==> src/rtl/jtframe_frame_monitor_if.sv <==
// Pixel-stream tap bundle for jtframe_frame_monitor.
// Carries the core's raw video: pixel clock enable, blanking and RGB.
interface jtframe_frame_monitor_if #(
  parameter int COLORW = 4
);
  logic              pxl_cen;
  logic              hb;
  logic              vb;
  logic [COLORW-1:0] red;
  logic [COLORW-1:0] green;
  logic [COLORW-1:0] blue;

  // master drives the video stream, slave only observes it
  modport master (output pxl_cen, hb, vb, red, green, blue);
  modport slave  (input  pxl_cen, hb, vb, red, green, blue);
endinterface

==> src/rtl/jtframe_frame_monitor.sv <==
// jtframe_frame_monitor: frame counter / geometry checker for a pixel stream.
// Counts frames, measures active pixels per line and active lines per frame,
// flags geometry changes once locked, and optionally signs every frame with a
// CRC-16/CCITT over the active pixels.
// Optional feature macro: JTFRAME_FRAME_CRC_EN (defined = CRC logic present,
// undefined = crc_o tied to zero).
//
// Handshake: the video tap has no back-pressure. A sample is taken on every
// clk edge where vid.pxl_cen is high; hb/vb/RGB are don't-care otherwise.
module jtframe_frame_monitor #(
  parameter int COLORW = 4,
  parameter int FRAMEW = 32,
  parameter int HCNTW  = 10,
  parameter int VCNTW  = 9,
  parameter int SKIP   = 2
) (
  input  logic                  clk,
  input  logic                  rst_n,
  jtframe_frame_monitor_if.slave vid,
  output logic [FRAMEW-1:0]     frame_cnt_o,
  output logic                  frame_done_o,
  output logic [HCNTW-1:0]      hactive_o,
  output logic [VCNTW-1:0]      vactive_o,
  output logic                  geom_err_o,
  output logic [15:0]           crc_o,
  output logic                  locked_o,
  output logic [1:0]            state_o
);

  typedef enum logic [1:0] {
    ST_SYNC   = 2'd0,
    ST_BLANK  = 2'd1,
    ST_ACTIVE = 2'd2
  } state_t;

  state_t            state_q;
  logic              hb_l_q, vb_l_q;
  logic [HCNTW-1:0]  pix_cnt_q, hactive_tmp_q, hactive_q;
  logic [VCNTW-1:0]  line_cnt_q, vactive_q;
  logic [FRAMEW-1:0] frame_cnt_q;
  logic              frame_done_q, geom_err_q, locked_q;

  logic              hb_rise, vb_rise, vb_fall;
  logic              in_active, pix_take, line_close, frame_close;
  logic [HCNTW-1:0]  pix_cnt_d, hactive_tmp_d;
  logic [VCNTW-1:0]  line_cnt_d;
  logic [FRAMEW-1:0] frame_cnt_d;
  logic              geom_diff;

  // Edge detection and next values of the line/frame measurement counters.
  // A line close (hb rise) is folded into line_cnt_d/hactive_tmp_d so that a
  // frame close on the same sample sees the line already counted.
  always_comb begin
    hb_rise       = vid.hb & ~hb_l_q;
    vb_rise       = vid.vb & ~vb_l_q;
    vb_fall       = ~vid.vb & vb_l_q;
    in_active     = vid.pxl_cen && (state_q == ST_ACTIVE);
    pix_take      = in_active & ~vid.hb & ~vid.vb;
    line_close    = in_active & hb_rise;
    frame_close   = in_active & vb_rise;
    pix_cnt_d     = pix_cnt_q;
    if (line_close) begin
      pix_cnt_d = '0;
    end else if (pix_take && !(&pix_cnt_q)) begin
      pix_cnt_d = pix_cnt_q + 1'b1;
    end
    hactive_tmp_d = line_close ? pix_cnt_q : hactive_tmp_q;
    line_cnt_d    = line_cnt_q;
    if (line_close && (pix_cnt_q != '0) && !(&line_cnt_q)) begin
      line_cnt_d = line_cnt_q + 1'b1;
    end
    frame_cnt_d   = frame_cnt_q + 1'b1;
    geom_diff     = (hactive_tmp_d != hactive_q) || (line_cnt_d != vactive_q);
  end

`ifdef JTFRAME_FRAME_CRC_EN
  logic [15:0] crc_q, crc_out_q, crc_d;

  // CRC-16/CCITT (poly 1021), MSB first, all pixel bits folded in one step
  function automatic logic [15:0] crc_fold(input logic [15:0]         c,
                                           input logic [3*COLORW-1:0] d);
    logic [15:0] r;
    r = c;
    for (int i = 3*COLORW-1; i >= 0; i--) begin
      if (r[15] ^ d[i]) r = {r[14:0], 1'b0} ^ 16'h1021;
      else              r = {r[14:0], 1'b0};
    end
    return r;
  endfunction

  // Running frame signature: advances only on counted active pixels
  always_comb begin
    crc_d = crc_q;
    if (pix_take) crc_d = crc_fold(crc_q, {vid.red, vid.green, vid.blue});
  end

  assign crc_o = crc_out_q;
`else
  logic unused_rgb;
  assign unused_rgb = ^{vid.red, vid.green, vid.blue};
  assign crc_o      = 16'h0000;
`endif

  // Frame tracking FSM with registered results
  always_ff @(posedge clk) begin
    if (!rst_n) begin
      state_q       <= ST_SYNC;
      hb_l_q        <= 1'b0;
      vb_l_q        <= 1'b0;
      pix_cnt_q     <= '0;
      line_cnt_q    <= '0;
      hactive_tmp_q <= '0;
      hactive_q     <= '0;
      vactive_q     <= '0;
      frame_cnt_q   <= '0;
      frame_done_q  <= 1'b0;
      geom_err_q    <= 1'b0;
      locked_q      <= 1'b0;
`ifdef JTFRAME_FRAME_CRC_EN
      crc_q         <= 16'hFFFF;
      crc_out_q     <= 16'h0000;
`endif
    end else begin
      frame_done_q <= 1'b0;
      if (vid.pxl_cen) begin
        hb_l_q <= vid.hb;
        vb_l_q <= vid.vb;
      end
      case (state_q)
        ST_SYNC: begin
          if (vid.pxl_cen && vb_rise) state_q <= ST_BLANK;
        end
        ST_BLANK: begin
          if (vid.pxl_cen && vb_fall) begin
            state_q       <= ST_ACTIVE;
            pix_cnt_q     <= '0;
            line_cnt_q    <= '0;
            hactive_tmp_q <= '0;
`ifdef JTFRAME_FRAME_CRC_EN
            crc_q         <= 16'hFFFF;
`endif
          end
        end
        ST_ACTIVE: begin
          pix_cnt_q     <= pix_cnt_d;
          line_cnt_q    <= line_cnt_d;
          hactive_tmp_q <= hactive_tmp_d;
`ifdef JTFRAME_FRAME_CRC_EN
          crc_q         <= crc_d;
`endif
          if (frame_close) begin
            state_q      <= ST_BLANK;
            frame_done_q <= 1'b1;
            frame_cnt_q  <= frame_cnt_d;
            hactive_q    <= hactive_tmp_d;
            vactive_q    <= line_cnt_d;
`ifdef JTFRAME_FRAME_CRC_EN
            crc_out_q    <= crc_d;
`endif
            // compare against the previous frame only once already locked
            if (locked_q && geom_diff) geom_err_q <= 1'b1;
            if (frame_cnt_d == FRAMEW'(SKIP)) locked_q <= 1'b1;
          end
        end
        default: state_q <= ST_SYNC;
      endcase
    end
  end

  assign frame_cnt_o  = frame_cnt_q;
  assign frame_done_o = frame_done_q;
  assign hactive_o    = hactive_q;
  assign vactive_o    = vactive_q;
  assign geom_err_o   = geom_err_q;
  assign locked_o     = locked_q;
  assign state_o      = state_q;

endmodule
==> src/flat_wrapper.sv <==
// flat-port wrapper written by rule: the top's interface ports become plain ports
module jtframe_frame_monitor_flat 
#(
  parameter int COLORW = 4,
  parameter int FRAMEW = 32,
  parameter int HCNTW  = 10,
  parameter int VCNTW  = 9,
  parameter int SKIP   = 2
)
  (clk, rst_n, frame_cnt_o, frame_done_o, hactive_o, vactive_o, geom_err_o, crc_o, locked_o, state_o, vid_pxl_cen, vid_hb, vid_vb, vid_red, vid_green, vid_blue);
  jtframe_frame_monitor_if #(.COLORW(COLORW)) vid_i ();
  input  logic clk;
  input  logic rst_n;
  output logic [FRAMEW-1:0] frame_cnt_o;
  output logic frame_done_o;
  output logic [HCNTW-1:0] hactive_o;
  output logic [VCNTW-1:0] vactive_o;
  output logic geom_err_o;
  output logic [15:0] crc_o;
  output logic locked_o;
  output logic [1:0] state_o;
  input wire logic [$bits(vid_i.pxl_cen)-1:0] vid_pxl_cen;
  input wire logic [$bits(vid_i.hb)-1:0] vid_hb;
  input wire logic [$bits(vid_i.vb)-1:0] vid_vb;
  input wire logic [$bits(vid_i.red)-1:0] vid_red;
  input wire logic [$bits(vid_i.green)-1:0] vid_green;
  input wire logic [$bits(vid_i.blue)-1:0] vid_blue;
  assign vid_i.pxl_cen = vid_pxl_cen;
  assign vid_i.hb = vid_hb;
  assign vid_i.vb = vid_vb;
  assign vid_i.red = vid_red;
  assign vid_i.green = vid_green;
  assign vid_i.blue = vid_blue;
  jtframe_frame_monitor #(.COLORW(COLORW), .FRAMEW(FRAMEW), .HCNTW(HCNTW), .VCNTW(VCNTW), .SKIP(SKIP)) u_core (.clk(clk), .rst_n(rst_n), .vid(vid_i), .frame_cnt_o(frame_cnt_o), .frame_done_o(frame_done_o), .hactive_o(hactive_o), .vactive_o(vactive_o), .geom_err_o(geom_err_o), .crc_o(crc_o), .locked_o(locked_o), .state_o(state_o));
endmodule
==> config.mk <==
export PLATFORM = sky130hd
export DESIGN_NAME = jtframe_frame_monitor_flat
export DESIGN_NICKNAME = d
export VERILOG_FILES = /design/src/rtl/jtframe_frame_monitor_if.sv /design/src/rtl/jtframe_frame_monitor.sv /design/src/flat_wrapper.sv
export SDC_FILE = /design/constraint.sdc
export NUM_CORES = 1
export LEC_CHECK = 0
export BUFFER_PORTS_ARGS = -buffer_cell sky130_fd_sc_hd__buf_2
export CORE_UTILIZATION = 30
export DETAILED_ROUTE_END_ITERATION = 12
export GPL_TIMING_DRIVEN = 0
export RECOVER_POWER = 100
export SLEW_MARGIN = 5
export SYNTH_ARGS = -nofsm -noshare
export SYNTH_HDL_FRONTEND = slang
export SYNTH_SLANG_ARGS = --single-unit
==> constraint.sdc <==
create_clock -name clk -period 2.49 [get_ports clk]
set_input_delay 0.1245 -clock clk [delete_from_list [all_inputs] [get_ports clk]]
set_output_delay 0.1245 -clock clk [all_outputs]
set_load 0.005 [all_outputs]
==> impl_metrics.json <==
{
  "status": "finished, violations left",
  "violations": "negative setup slack",
  "hpwl_um": 10300,
  "p_total_mw": 3.39,
  "finalWirelength_um": 14500,
  "p_per_area_mw_per_mm2": 526,
  "port_buffers": 59,
  "synthArstFlopShare": 0,
  "ant_nets": 0,
  "clock_latency_ns": 0.35,
  "synth_top_area_frac": 0.334,
  "grt_setup_unrepaired": "true",
  "critical_path_required_ns": 2.70,
  "cts_inserted_buffers": 9,
  "p_switching_mw": 0.964,
  "grt_max_degree": 15,
  "multi_input_area_mm2": 0.00331,
  "remaining_drc_errors": 0,
  "fillers": 1785,
  "max-slew-margin-rel": 0.565,
  "antenna_found_initial": 0,
  "worstRegToRegCells": 12,
  "ys_ff_latch": 87,
  "drive_above_1_share": 0.207,
  "p_leak_nw": 2.45,
  "routed.top_layer": "met4",
  "synth_seq_area_share": 0.334,
  "path_clk_slew_ns": 0.07,
  "cts_htree_levels": 3,
  "clockBufferDepth": 2,
  "hp-class": "in2reg",
  "synth.area.top_cells": "dfxtp_1, nor2_1, xnor2_1",
  "core_area_mm2": 0.0168,
  "cts_root_buf": "clkbuf_16",
  "seq_area_mm2": 0.00175,
  "die_w_um": 134,
  "worst_pin_slew_ns": 0.652,
  "rows": 47,
  "grt_pass1_wl_um": 23100,
  "crit_arrival_ns": 2.74,
  "wl_met1_um": 6760,
  "synthDistinctLibCells": 68,
  "max_freq_mhz": 395,
  "clkPwrFrac": 0.399,
  "overflow": 0,
  "synth_edf_count": 0,
  "fp.dieH_um": 134,
  "seqPwrFrac": 0.437,
  "met2_length_um": 6740,
  "period_minus_slack_ns": 2.53,
  "maxSlewViolCount": 0,
  "diodes": 0,
  "drv_cap": 0,
  "endpoint_kind": "flip-flop",
  "yosysTopAreaCell": "dfxtp_1",
  "r2r_end": "u_core.geom_err_o",
  "swShare": 0.285,
  "drtPass1Iterations": 5,
  "p_int_mw": 2.42,
  "numClockSinks": 87,
  "syn_inst": 648,
  "cts_tree": "built",
  "hold-path-endpoint": "u_core.vb_l_q",
  "ys_top_cells_by_count": "nor2_1, dfxtp_1, nand2_1, xnor2_1, xor2_1",
  "grt_usage": 0.164,
  "dr_wl_met3_um": 803,
  "viasPerCell": 5.03,
  "fin_tns_setup_ns": -0.0429,
  "ir_worst_vdd_v": 0.000339,
  "path_max_fanout": 8,
  "setup_ws_ns": -0.0429,
  "io_pins": 89,
  "hold_viol_final": 0,
  "p_comb_frac": 0.165,
  "dieArea_mm2": 0.0179,
  "place_congestion": 0.857,
  "ys_warn_count": 0,
  "hold_buffers": 0,
  "grt_pass1_vias": 4360,
  "r2r-start": "u_core.state_o[0]",
  "syn_area_mm2": 0.00522,
  "vias": 4890,
  "fin_util": 0.384,
  "min_from": "vid_vb",
  "avgSynthCellArea_um2": 8.05,
  "yosysMostFrequentCell": "nor2_1",
  "startpoint_type": "flip-flop",
  "synth_flop_cell": "dfxtp_1",
  "wl_per_cell_um": 15.0,
  "min_period_over_period": 1.02,
  "hold_depth": 3,
  "first_iter_violations": 291,
  "initial_core_util": 0.311,
  "syn2layout_area_growth_pct": 23.5,
  "r2r_slack_ns": -0.04,
  "final.setup_skew_ns": 0.00864,
  "nets": 773,
  "critPathKind": "reg2reg",
  "finalSetupViolCount": 1
}
[final cells by class]
cell class,count,area share
buffer,62,0.0559
clock buffer,9,0.0350
clock inverter,7,0.00990
inverter,15,0.00913
multi-input combinational,497,0.514
sequential,87,0.272
tap,220,0.0427
timing repair buffer,75,0.0620
[how the worst max path moves through the flow]
stage,from,endpoint,slack [ns],depth (start not counted)
CTS,u_core.state_o[0],u_core.geom_err_o,-0.03,12
global placement,u_core.state_o[0],u_core.geom_err_o,-0.18,11
global route,u_core.state_o[1],u_core.geom_err_o,-0.14,11
detailed placement,u_core.state_o[0],u_core.geom_err_o,-0.25,11
finish,u_core.state_o[0],u_core.geom_err_o,-0.04,12
floorplan,u_core.state_o[0],u_core.geom_err_o,0.15,11
[per-layer routing]
| layer | track usage | up-vias |
|---|---|---|
| li1 | - | 2429 |
| met1 | 0.222 | 2305 |
| met2 | 0.261 | 137 |
| met3 | 0.0280 | 19 |
| met4 | 0.0574 | 0 |
| met5 | 0 | - |
[critical path, cell delays in order (launching register included)]
cell and delay (ns):
dfxtp_4 0.38, inv_4 0.04, ha_4 0.14, buf_6 0.13, and4b_2 0.23, buf_6 0.12, buf_6 0.12, nor4_4 0.14
a211oi_2 0.06, nor4_2 0.39, o2111ai_2 0.20, a2111oi_4 0.33, a211oi_2 0.11
[flip-flops by register name, indices dropped and copies added (netlist names)]
name	flops
u_core.vb_l_q	1
u_core.vactive_o	9
u_core.geom_err_o	1
u_core.frame_done_o	1
u_core.line_cnt_q	9
u_core.hactive_o	10
u_core.pix_cnt_q	10
u_core.hb_l_q	1
u_core.hactive_tmp_q	10
u_core.locked_o	1
u_core.state_o	2
u_core.frame_cnt_o	32
[per-stage QoR]
stage / cells / setup slack (ns) / hold slack, ns / instance area [um2]
2_1_floorplan: 663 / 0.153 / 0.237 / 5270
3_3_place_gp: 942 / -0.183 / 0.396 / 5840
3_5_place_dp: 942 / -0.255 / 0.400 / 5840
4_1_cts: 962 / -0.0266 / 0.0365 / 6220
5_1_grt: 972 / -0.143 / 0.0794 / 6440
6_report: 972 / -0.0429 / 0.0514 / 6440
[cell families (layout without fill, tap and decap cells)]
kind of cell             count (synthesis)  count (layout)  share of synthesized area
XOR/XNOR                                70              70                      0.123
multiplexers                             9               9                     0.0175
AND/OR/NAND/NOR                        293             293                      0.290
adder cells (fa/ha/maj)                  9               9                     0.0216
buffers and inverters                   79             168                     0.0775
AO/OA/AOI/OAI                          100             100                      0.136
other                                    1              16                   0.000719
flip-flops                              87              87                      0.334
[cell usage in the layout (no fill, tap or decap), drive strengths merged, types with 5 or more instances in the layout]
cell    instances
a22oi          14
inv            14
nand2          57
xor2           34
nor3           21
conb           16
dfxtp          87
xnor2          34
mux2i           8
nand3          23
ha              9
buf            88
a211oi         17
nor4           13
and3            7
nand4          23
clkbuf         58
a21oi          14
o21ai          15
nand2b         10
nor2b           5
nor2          110
a311oi         11
clkinv          7
[power by group through the flow]
stage	logic [mW]	registers [mW]	clock network, mW
2_1_floorplan	0.336	1.49	0
3_3_place_gp	0.464	1.50	0
3_5_place_dp	0.472	1.50	0
4_1_cts	0.493	1.47	1.38
5_1_grt	0.613	1.48	1.45
6_report	0.558	1.48	1.35
[timing repair]
item	CTS	global route
resized for setup	17	44
pin swaps	6	13
setup buffers	4	11
setup endpoints to repair	18	46
gates cloned	1	0
No activity file was read; power rests on OpenSTA's default activity.
